`src/rtl/ppu_pixel_fifo.sv`:
```
// ppu_pixel_fifo: pixel FIFO for the PPU draw pipeline.
// The tile fetcher pushes a whole row of ROW pixels per cycle, the LCD shifter
// pops one pixel per cycle (first-word-fall-through), and the sprite fetcher
// overlays a sprite row onto the ROW entries at the head.
// Ports:
//   clk, rstN       clock, async active-low reset
//   clear           synchronous flush, highest priority
//   push_valid/push_data/push_ready     row push (pixel 0 in the low bits)
//   merge_valid/merge_data/merge_ready  sprite overlay onto head..head+ROW-1
//   pop_en/pop_data/pop_valid           head pixel consume / view (pop_data 0 when empty)
//   count           current occupancy
//   underflow_err   sticky, set by a pop request while empty
// Pixel layout: [1:0] colour, [PX_W-2:2] palette/attr, [PX_W-1] src (1 = sprite).
module ppu_pixel_fifo #(
  parameter int unsigned PX_W  = 4,
  parameter int unsigned DEPTH = 16,
  parameter int unsigned ROW   = 8,
  localparam int unsigned CW   = $clog2(DEPTH) + 1
) (
  input  logic                  clk,
  input  logic                  rstN,
  input  logic                  clear,
  input  logic                  push_valid,
  input  logic [ROW*PX_W-1:0]   push_data,
  output logic                  push_ready,
  input  logic                  merge_valid,
  input  logic [ROW*PX_W-1:0]   merge_data,
  output logic                  merge_ready,
  input  logic                  pop_en,
  output logic [PX_W-1:0]       pop_data,
  output logic                  pop_valid,
  output logic [CW-1:0]         count,
  output logic                  underflow_err
);

  localparam int unsigned AW = CW - 1;

  // Parameter sanity check at elaboration.
  if (DEPTH < ROW || (DEPTH & (DEPTH - 1)) != 0) begin : g_bad_params
    $error("ppu_pixel_fifo: DEPTH must be a power of 2 and >= ROW");
  end

  logic [PX_W-1:0] mem [DEPTH];
  logic [CW-1:0]   wr_ptr;
  logic [CW-1:0]   rd_ptr;
  logic [AW-1:0]   wr_idx;
  logic [AW-1:0]   rd_idx;
  logic            push_acc;
  logic            pop_acc;
  logic            merge_acc;
  logic [ROW-1:0]  merge_wr;

  assign wr_idx = wr_ptr[AW-1:0];
  assign rd_idx = rd_ptr[AW-1:0];

  // Occupancy is the pointer distance; the extra MSB disambiguates full from empty.
  assign count       = wr_ptr - rd_ptr;
  assign pop_valid   = (count != '0);
  assign push_ready  = (CW'(DEPTH) - count) >= CW'(ROW);
  assign merge_ready = count >= CW'(ROW);
  assign pop_data    = pop_valid ? mem[rd_idx] : '0;

  assign push_acc  = push_valid  && push_ready  && !clear;
  assign pop_acc   = pop_en      && pop_valid   && !clear;
  assign merge_acc = merge_valid && merge_ready && !clear;

  // Per-slot overlay enable: opaque sprite pixel over a non-sprite entry.
  // Slot 0 is skipped when it is popped this cycle; it leaves with its old value.
  always_comb begin
    merge_wr = '0;
    for (int i = 0; i < int'(ROW); i++) begin
      if (merge_acc
          && (merge_data[i*PX_W +: 2] != 2'b00)
          && !mem[rd_idx + AW'(i)][PX_W-1]
          && !(i == 0 && pop_acc)) begin
        merge_wr[i] = 1'b1;
      end
    end
  end

  // Pointer state.
  always_ff @(posedge clk or negedge rstN) begin
    if (!rstN) begin
      wr_ptr <= '0;
      rd_ptr <= '0;
    end else if (clear) begin
      wr_ptr <= '0;
      rd_ptr <= '0;
    end else begin
      if (push_acc) wr_ptr <= wr_ptr + CW'(ROW);
      if (pop_acc)  rd_ptr <= rd_ptr + CW'(1);
    end
  end

  // Sticky underflow flag; only rstN clears it.
  always_ff @(posedge clk or negedge rstN) begin
    if (!rstN) begin
      underflow_err <= 1'b0;
    end else if (pop_en && !pop_valid) begin
      underflow_err <= 1'b1;
    end
  end

  // Storage: push region (tail) and merge region (head) never overlap.
  always_ff @(posedge clk) begin
    for (int i = 0; i < int'(ROW); i++) begin
      if (push_acc)    mem[wr_idx + AW'(i)] <= push_data[i*PX_W +: PX_W];
      if (merge_wr[i]) mem[rd_idx + AW'(i)] <= merge_data[i*PX_W +: PX_W];
    end
  end

endmodule
```
`config.mk`:
```
export PLATFORM = sky130hd
export DESIGN_NAME = ppu_pixel_fifo
export DESIGN_NICKNAME = d
export VERILOG_FILES = /design/src/rtl/ppu_pixel_fifo.sv
export SDC_FILE = /design/constraint.sdc
export NUM_CORES = 1
export LEC_CHECK = 0
export ABC_AREA = 1
export BUFFER_PORTS_ARGS = -buffer_cell sky130_fd_sc_hd__buf_2
export CAP_MARGIN = 20
export CORE_ASPECT_RATIO = 1.75
export CORE_MARGIN = 5
export CORE_UTILIZATION = 35
export CTS_BUF_LIST = sky130_fd_sc_hd__clkbuf_8 sky130_fd_sc_hd__clkbuf_16
export CTS_CLUSTER_DIAMETER = 60
export DETAILED_ROUTE_END_ITERATION = 8
export GPL_ROUTABILITY_DRIVEN = 0
export PLACE_DENSITY_LB_ADDON = 0.1
export SLEW_MARGIN = 5
export SYNTH_ARGS = -nofsm -noshare
export SYNTH_HDL_FRONTEND = slang
export SYNTH_SLANG_ARGS = --single-unit
```
`constraint.sdc`:
```
create_clock -name clk -period 4.86 [get_ports clk]
set_input_delay 0.972 -clock clk [delete_from_list [all_inputs] [get_ports clk]]
set_output_delay 0.972 -clock clk [all_outputs]
set_load 0.05 [all_outputs]
```
==> results of run 1 <==
[worst min-delay path by stage]
stage	startpoint	endpoint	cells after the start
2_1_floorplan	rd_ptr[4]	rd_ptr[4]	1
3_3_place_gp	underflow_err	underflow_err	1
3_5_place_dp	underflow_err	underflow_err	1
4_1_cts	rstN	underflow_err	1
5_1_grt	rstN	underflow_err	1
6_report	rstN	underflow_err	1
[critical path: cells and delay by family (launching register included)]
family          cells  cell delay, ns
compound gates      5            0.64
fa+ha+maj           2            0.53
buf+inv             5            0.83
flops               1            0.49
simple gates       13            1.63
[layer usage]
layer	vias to the layer above	routed length (um)	track usage, %
met5	-	0	0
met4	0	8730	33.3
met3	422	5610	4.88
met2	1090	31400	55.6
met1	7300	23500	36.3
li1	7622	-	-
[state kept, by name, summed over array words and instances (netlist names)]
register and count:
underflow_err 1, rd_ptr 5, mem 64, wr_ptr 2
[layout make-up]
class / count / area [um2]
antenna: 2 / 5.00
inverter: 419 / 1570
timing repair buffer: 112 / 636
clock buffer: 10 / 239
tap: 465 / 582
fill: 4150 / 21600
sequential: 72 / 2120
clock inverter: 6 / 61.3
multi-input combinational: 1809 / 8450
[power breakdown]
group          leakage, uW  switching, uW  internal [uW]
Combinational      0.00626           2910            906
Clock             0.000147            279            409
Sequential        0.000687            114            973
Total              0.00709           3310           2290
[placed cells by master, fill, tap and decap left out, drive strengths merged, types with 6 or more instances in the layout]
| cell type | n |
|---|---|
| a21oi | 132 |
| o22ai | 6 |
| clkinv | 17 |
| o211ai | 22 |
| nand4 | 37 |
| nand2 | 922 |
| buf | 112 |
| nor3 | 26 |
| a31oi | 6 |
| nand3 | 188 |
| ha | 19 |
| edfxtp | 64 |
| o21bai | 6 |
| a221oi | 7 |
| nor2 | 181 |
| dfrtp | 8 |
| o21ai | 232 |
| clkbuf | 10 |
| inv | 405 |
[cell families after synthesis]
kind of cell,Yosys count
flops,72
simple gates,1364
xor+xnor,5
fa+ha+maj,19
buf+inv,494
compound gates,421
[metrics by stage]
step	util, %	power (uW)	setup WS, ns
after floorplan	-	3530	0.202
after global placement	37.8	4800	0.675
after detailed placement	37.8	4800	0.523
after CTS	38.7	5500	0.502
after global routing	38.7	5890	0.0961
final	38.7	5600	0.489
==> impl_metrics.env, run 1 <==
export IMPL_startpoint="rd_ptr[3]"
export IMPL_routed_wl_mm=69.3
export IMPL_synth_avg_cell_area_um2=5.27
export IMPL_rsz0062_at_grt="false"
export IMPL_startpoint_type="flop"
export IMPL_setup_viol=0
export IMPL_ant_nets=0
export IMPL_postLayoutCellArea_um2=13700
export IMPL_holdBufCountCts=0
export IMPL_layout_drive_gt1_share_pct=10.8
export IMPL_initialDrtViolationCount=2030
export IMPL_row_count=91
export IMPL_clk_pin_slew_ns=0.06
export IMPL_cpPeakStageDelay_ns=0.49
export IMPL_io_buffers=82
export IMPL_synth_top_family_by_area="simple AND/OR/NAND/NOR gates"
export IMPL_cts_sinks=72
export IMPL_drc=0
export IMPL_finalCritPeriodShare_pct=89.9
export IMPL_synth_compound_area_share_pct=18.0
export IMPL_crit_end="mem[15][0]"
export IMPL_worst_hold_path_type="primary input to asynchronous set/reset pin"
export IMPL_grt_max_degree=47
export IMPL_numCtsBuffers=9
export IMPL_worst_pin_slew_ns=0.877
export IMPL_core_um2=35300
export IMPL_final_setup_tns_ns=0
export IMPL_synthArstFlopShare_pct=11.1
export IMPL_antenna_found_initial=0
export IMPL_dp_cells=2877
export IMPL_yosys_warnings=0
export IMPL_grt_pass1_vias=15400
export IMPL_worstPathMaxFanout=15
export IMPL_vias=16400
export IMPL_clk_latency_ns=0.35
export IMPL_hpwl_mm=56.2
export IMPL_fmaxAchievable_mhz=229
export IMPL_min_period_ns=4.37
export IMPL_layoutNonFillerInstCount=2895
export IMPL_ys_top_cells_by_count="nand2_1, inv_1, o21ai_0"
export IMPL_worst_r2r_cell_count=25
export IMPL_ctsRootBufferMaster="clkbuf_16"
export IMPL_drv_cap=0
export IMPL_avgViaCountPerCell=5.68
export IMPL_slowest_stage="dfrtp_2"
export IMPL_synth_distinct_cells=48
export IMPL_start_util_pct=35.5
export IMPL_yosysTopAreaCell="nand2_1"
export IMPL_status="finished clean"
export IMPL_yosysSeqAreaShare_pct=17.0
export IMPL_grt_total_usage_pct=33.8
export IMPL_h_tree_depth=3
export IMPL_cts_max_path_buffers=2
export IMPL_synth_cell_area_um2=12500
export IMPL_path_class="flop to flop"
export IMPL_dpl_cell_area_um2=13400
export IMPL_grt_pass1_wl_mm=99.8
export IMPL_grt_overflow_total=0
export IMPL_area_growth_syn_to_layout_pct=9.23
export IMPL_whs_ns=0.467
export IMPL_synthSimpleGateAreaFrac_pct=47.1
export IMPL_crit_path_end_kind="flop"
export IMPL_post_cts_buffers=0
export IMPL_finalMaxSlewViolations=0
export IMPL_reg2reg_to="mem[15][0]"
export IMPL_synthAdderAreaFrac_pct=1.90
export IMPL_ys_seq_elements=72
export IMPL_io_pins=83
export IMPL_crit_top_cell="nand2_1"
export IMPL_hold_violations=0
export IMPL_syn_inst=2375
export IMPL_drt_first_pass_iters=8
export IMPL_synth_edf_count=64
export IMPL_worst_ep_required_time_ns=4.97
export IMPL_ff2ff_setup_slack_ns=0.49
export IMPL_die_height_um=260
export IMPL_yosysMostFrequentCell="nand2_1"
export IMPL_synth_xor_area_share_pct=0.470
export IMPL_p_per_area_nw_per_um2=409
export IMPL_cp_arrival_ns=4.49
export IMPL_synthMuxAreaShare_pct=0
export IMPL_tritoncts="done"
export IMPL_leakage_uw=0.00709
export IMPL_nets=2512
export IMPL_rr_startpoint="rd_ptr[3]"
export IMPL_yosys_area_top_type_share_pct=26.9
export IMPL_post_cts_resized=0
export IMPL_slew_headroom_pct=41.2
export IMPL_syn_num_nets=2464
export IMPL_die_area_um2=39800
export IMPL_skew_ns=0.00920
export IMPL_vdd_drop_max_mv=0.207
export IMPL_die_width_um=153
export IMPL_wl_per_cell_um=23.9
export IMPL_ys_flop_type="edfxtp_1"
export IMPL_synth_area_leaders="nand2_1, edfxtp_1, inv_1"
Note: power is estimated with default switching activity, not from simulation.
==> inputs of run 2 (changes only) <==
--- a/config.mk
+++ b/config.mk
@@ -13,6 +13,7 @@
 export CORE_UTILIZATION = 35
 export CTS_BUF_LIST = sky130_fd_sc_hd__clkbuf_8 sky130_fd_sc_hd__clkbuf_16
 export CTS_CLUSTER_DIAMETER = 60
+export CTS_CLUSTER_SIZE = 20
 export DETAILED_ROUTE_END_ITERATION = 8
 export GPL_ROUTABILITY_DRIVEN = 0
 export PLACE_DENSITY_LB_ADDON = 0.1
==> constraint.sdc (replaced) <==
create_clock -name clk -period 4.86 [get_ports clk]
set_input_delay 0.486 -clock clk [delete_from_list [all_inputs] [get_ports clk]]
set_output_delay 0.486 -clock clk [all_outputs]
set_load 0.05 [all_outputs]
==> run 2 against run 1 <==
Compared with the run above:
- clock power is 3% higher
- sequential share of layout area is 0.058 points higher
- worst setup slack better by 0.054 ns
- register-to-register slack better by 0.05 ns
- critical path depth is 1 lower
- via count is 1.7% lower
- combinational power hardly changed
- non-clock buffer count is 7 lower
- first-iteration DRC count is 13% lower
- count of clock-buffer cells in the layout is 1 lower
- routed wire length is 0.41% lower
- largest cell class unchanged
==> impl_metrics.env, run 2 (synthesis gave the netlist of run 1 again) <==
export IMPL_status="finished clean"
export IMPL_numCtsBuffers=9
export IMPL_hpwl_mm=55.7
export IMPL_avgViaCountPerCell=5.60
export IMPL_drc=0
export IMPL_pre_cts_ws_ns=0.707
export IMPL_intPower_uw=2280
export IMPL_combinationalPowerShare_pct=68.0
export IMPL_holdBufCountCts=1
export IMPL_clkPwrFrac_pct=12.6
export IMPL_top_register="mem"
export IMPL_finalCritPeriodShare_pct=88.8
export IMPL_io_pins=83
export IMPL_final_util_pct=38.6
export IMPL_ctsRootBufferMaster="clkbuf_16"
export IMPL_die_height_um=260
export IMPL_antenna_found_initial=0
export IMPL_worstHoldStart="pop_en"
export IMPL_switching_share_pct=59.3
export IMPL_post_cts_resized=0
export IMPL_ant_nets=0
export IMPL_antenna_cells=0
export IMPL_layout_common_cells="nand2_1, inv_1, o21ai_0"
export IMPL_final_common_cell="nand2_1"
export IMPL_area_growth_syn_to_layout_pct=8.76
export IMPL_rr_startpoint="rd_ptr[0]"
export IMPL_wl_per_cell_um=23.9
export IMPL_worstPathMaxFanout=18
export IMPL_io_buffers=82
export IMPL_grt_max_degree=39
export IMPL_layout_drive_gt1_share_pct=10.6
export IMPL_post_cts_buffers=0
export IMPL_initialDrtViolationCount=1768
export IMPL_crit_top_cell="nand2_1"
export IMPL_drv_cap=0
export IMPL_grt_overflow_total=0
export IMPL_fmaxAchievable_mhz=232
export IMPL_startpoint="rd_ptr[0]"
export IMPL_drt_first_pass_iters=8
export IMPL_clk_pin_slew_ns=0.07
export IMPL_worst_slack_ns=0.544
export IMPL_die_area_um2=39800
export IMPL_hold_violations=0
export IMPL_cp_arrival_ns=4.42
export IMPL_startpoint_type="flop"
export IMPL_tritoncts="done"
export IMPL_grt_pass1_wl_mm=99.6
export IMPL_core_um2=35300
export IMPL_rsz0062_at_grt="false"
export IMPL_dpl_cell_area_um2=13300
export IMPL_postLayoutCellArea_um2=13600
export IMPL_h_tree_depth=3
export IMPL_path_class="flop to flop"
export IMPL_start_util_pct=35.5
export IMPL_cpPeakStageDelay_ns=0.52
export IMPL_final_setup_tns_ns=0
export IMPL_vias=16200
export IMPL_skew_ns=0.0104
export IMPL_largest_reg_flops=64
export IMPL_die_width_um=153
export IMPL_slowest_stage="dfrtp_2"
export IMPL_slew_headroom_pct=33.4
export IMPL_power_uw=5600
export IMPL_worst_pin_slew_ns=0.999
export IMPL_grt_pass1_vias=15300
export IMPL_p_per_area_nw_per_um2=411
export IMPL_worst_hold_path_type="primary input to flop"
export IMPL_reg_top3="mem: 64 flops, rd_ptr: 5 flops, wr_ptr: 2 flops"
export IMPL_crit_buf_inv=6
export IMPL_setup_viol=0
export IMPL_row_count=91
export IMPL_nets=2505
export IMPL_cts_max_path_buffers=2
export IMPL_min_period_ns=4.32
export IMPL_grt_total_usage_pct=33.7
export IMPL_finalMaxSlewViolations=0
export IMPL_p_sw_uw=3320
export IMPL_vdd_drop_max_mv=0.254
export IMPL_clk_latency_ns=0.36
export IMPL_crit_path_end_kind="flop"
export IMPL_n_fill_cell=4066
export IMPL_seqPwrFrac_pct=19.4
export IMPL_leakage_uw=0.00706
export IMPL_cts_sinks=72
export IMPL_crit_family="simple AND/OR/NAND/NOR gates"
export IMPL_worst_ep_required_time_ns=4.96
export IMPL_routed_wl_mm=69.0
export IMPL_crit_path_cell_trace="inv_2 > ha_1 > clkinv_1 > buf_4 > nor3_1 > ha_1 > inv_1 > nand2_1 > nor2_1 > inv_1 > o21ai_0 > nor2_2 > buf_4 > nand2_2 > nor2_2 > nand2_1 > o211ai_1 > nand2_1 > nand2_1 > nand2_1 > nand2_1 > nand2_1 > a21oi_1 > nor2_1"
-- run 2: cell count changes in the layout (fill, tap and decap cells not counted), sizes merged --
cell         change
buf              -8
clkbuf           -1
clkinv           +1
clkinvlp         -1
diode            -2
dlygate4sd3      +1
inv              +1
-- run 2: layer usage --
metal	up-vias	track usage (%)	wire length [um]
li1	7611	-	-
met1	7128	36.1	23800
met2	1021	55.4	31200
met3	393	5.64	5590
met4	0	32.4	8330
met5	-	0	0
-- run 2: path summary, 6_finish.rpt --
check	cells past startpoint	end	slack, ns
worst max-delay path	24	mem[8][2]	0.54
worst min-delay path	2	underflow_err	0.41
worst max register to register	24	mem[8][2]	0.54
worst min register to register	1	underflow_err	0.46
max in group asynchronous	2	rd_ptr[0]	4.12
min in group asynchronous	2	underflow_err	0.53
-- run 2: stage by stage --
stage	instances	hold slack, ns
final	2886	0.412
after global routing	2886	0.408
after CTS	2886	0.399
after detailed placement	2869	0.367
after global placement	2869	0.366
after floorplan	2375	0.190
-- run 2: final cells by class --
type | count | area [um2] | area share, %
clock buffer | 9 | 225 | 1.65
clock inverter | 7 | 77.6 | 0.570
inverter | 419 | 1570 | 11.6
multi-input combinational | 1809 | 8450 | 62.0
sequential | 72 | 2120 | 15.6
tap | 465 | 582 | 4.27
timing repair buffer | 105 | 586 | 4.30
-- run 2: worst reg2reg max path, stage by stage, from the launching register on --
cell      delay [ns]
dfrtp_2         0.52
inv_2           0.29
ha_1            0.27
clkinv_1        0.08
buf_4           0.20
nor3_1          0.20
ha_1            0.20
inv_1           0.07
nand2_1         0.10
nor2_1          0.06
inv_1           0.21
o21ai_0         0.16
nor2_2          0.14
buf_4           0.22
nand2_2         0.19
nor2_2          0.34
nand2_1         0.09
o211ai_1        0.10
nand2_1         0.10
nand2_1         0.06
nand2_1         0.06
nand2_1         0.08
nand2_1         0.07
a21oi_1         0.17
nor2_1          0.07
-- run 2: power groups by stage --
stage	clock (uW)	combinational (uW)	sequential (uW)
floorplan	0	2500	1030
global placement	0	3690	1100
detailed placement	0	3690	1100
CTS	716	3710	1080
global route	735	4060	1100
finish	707	3810	1080
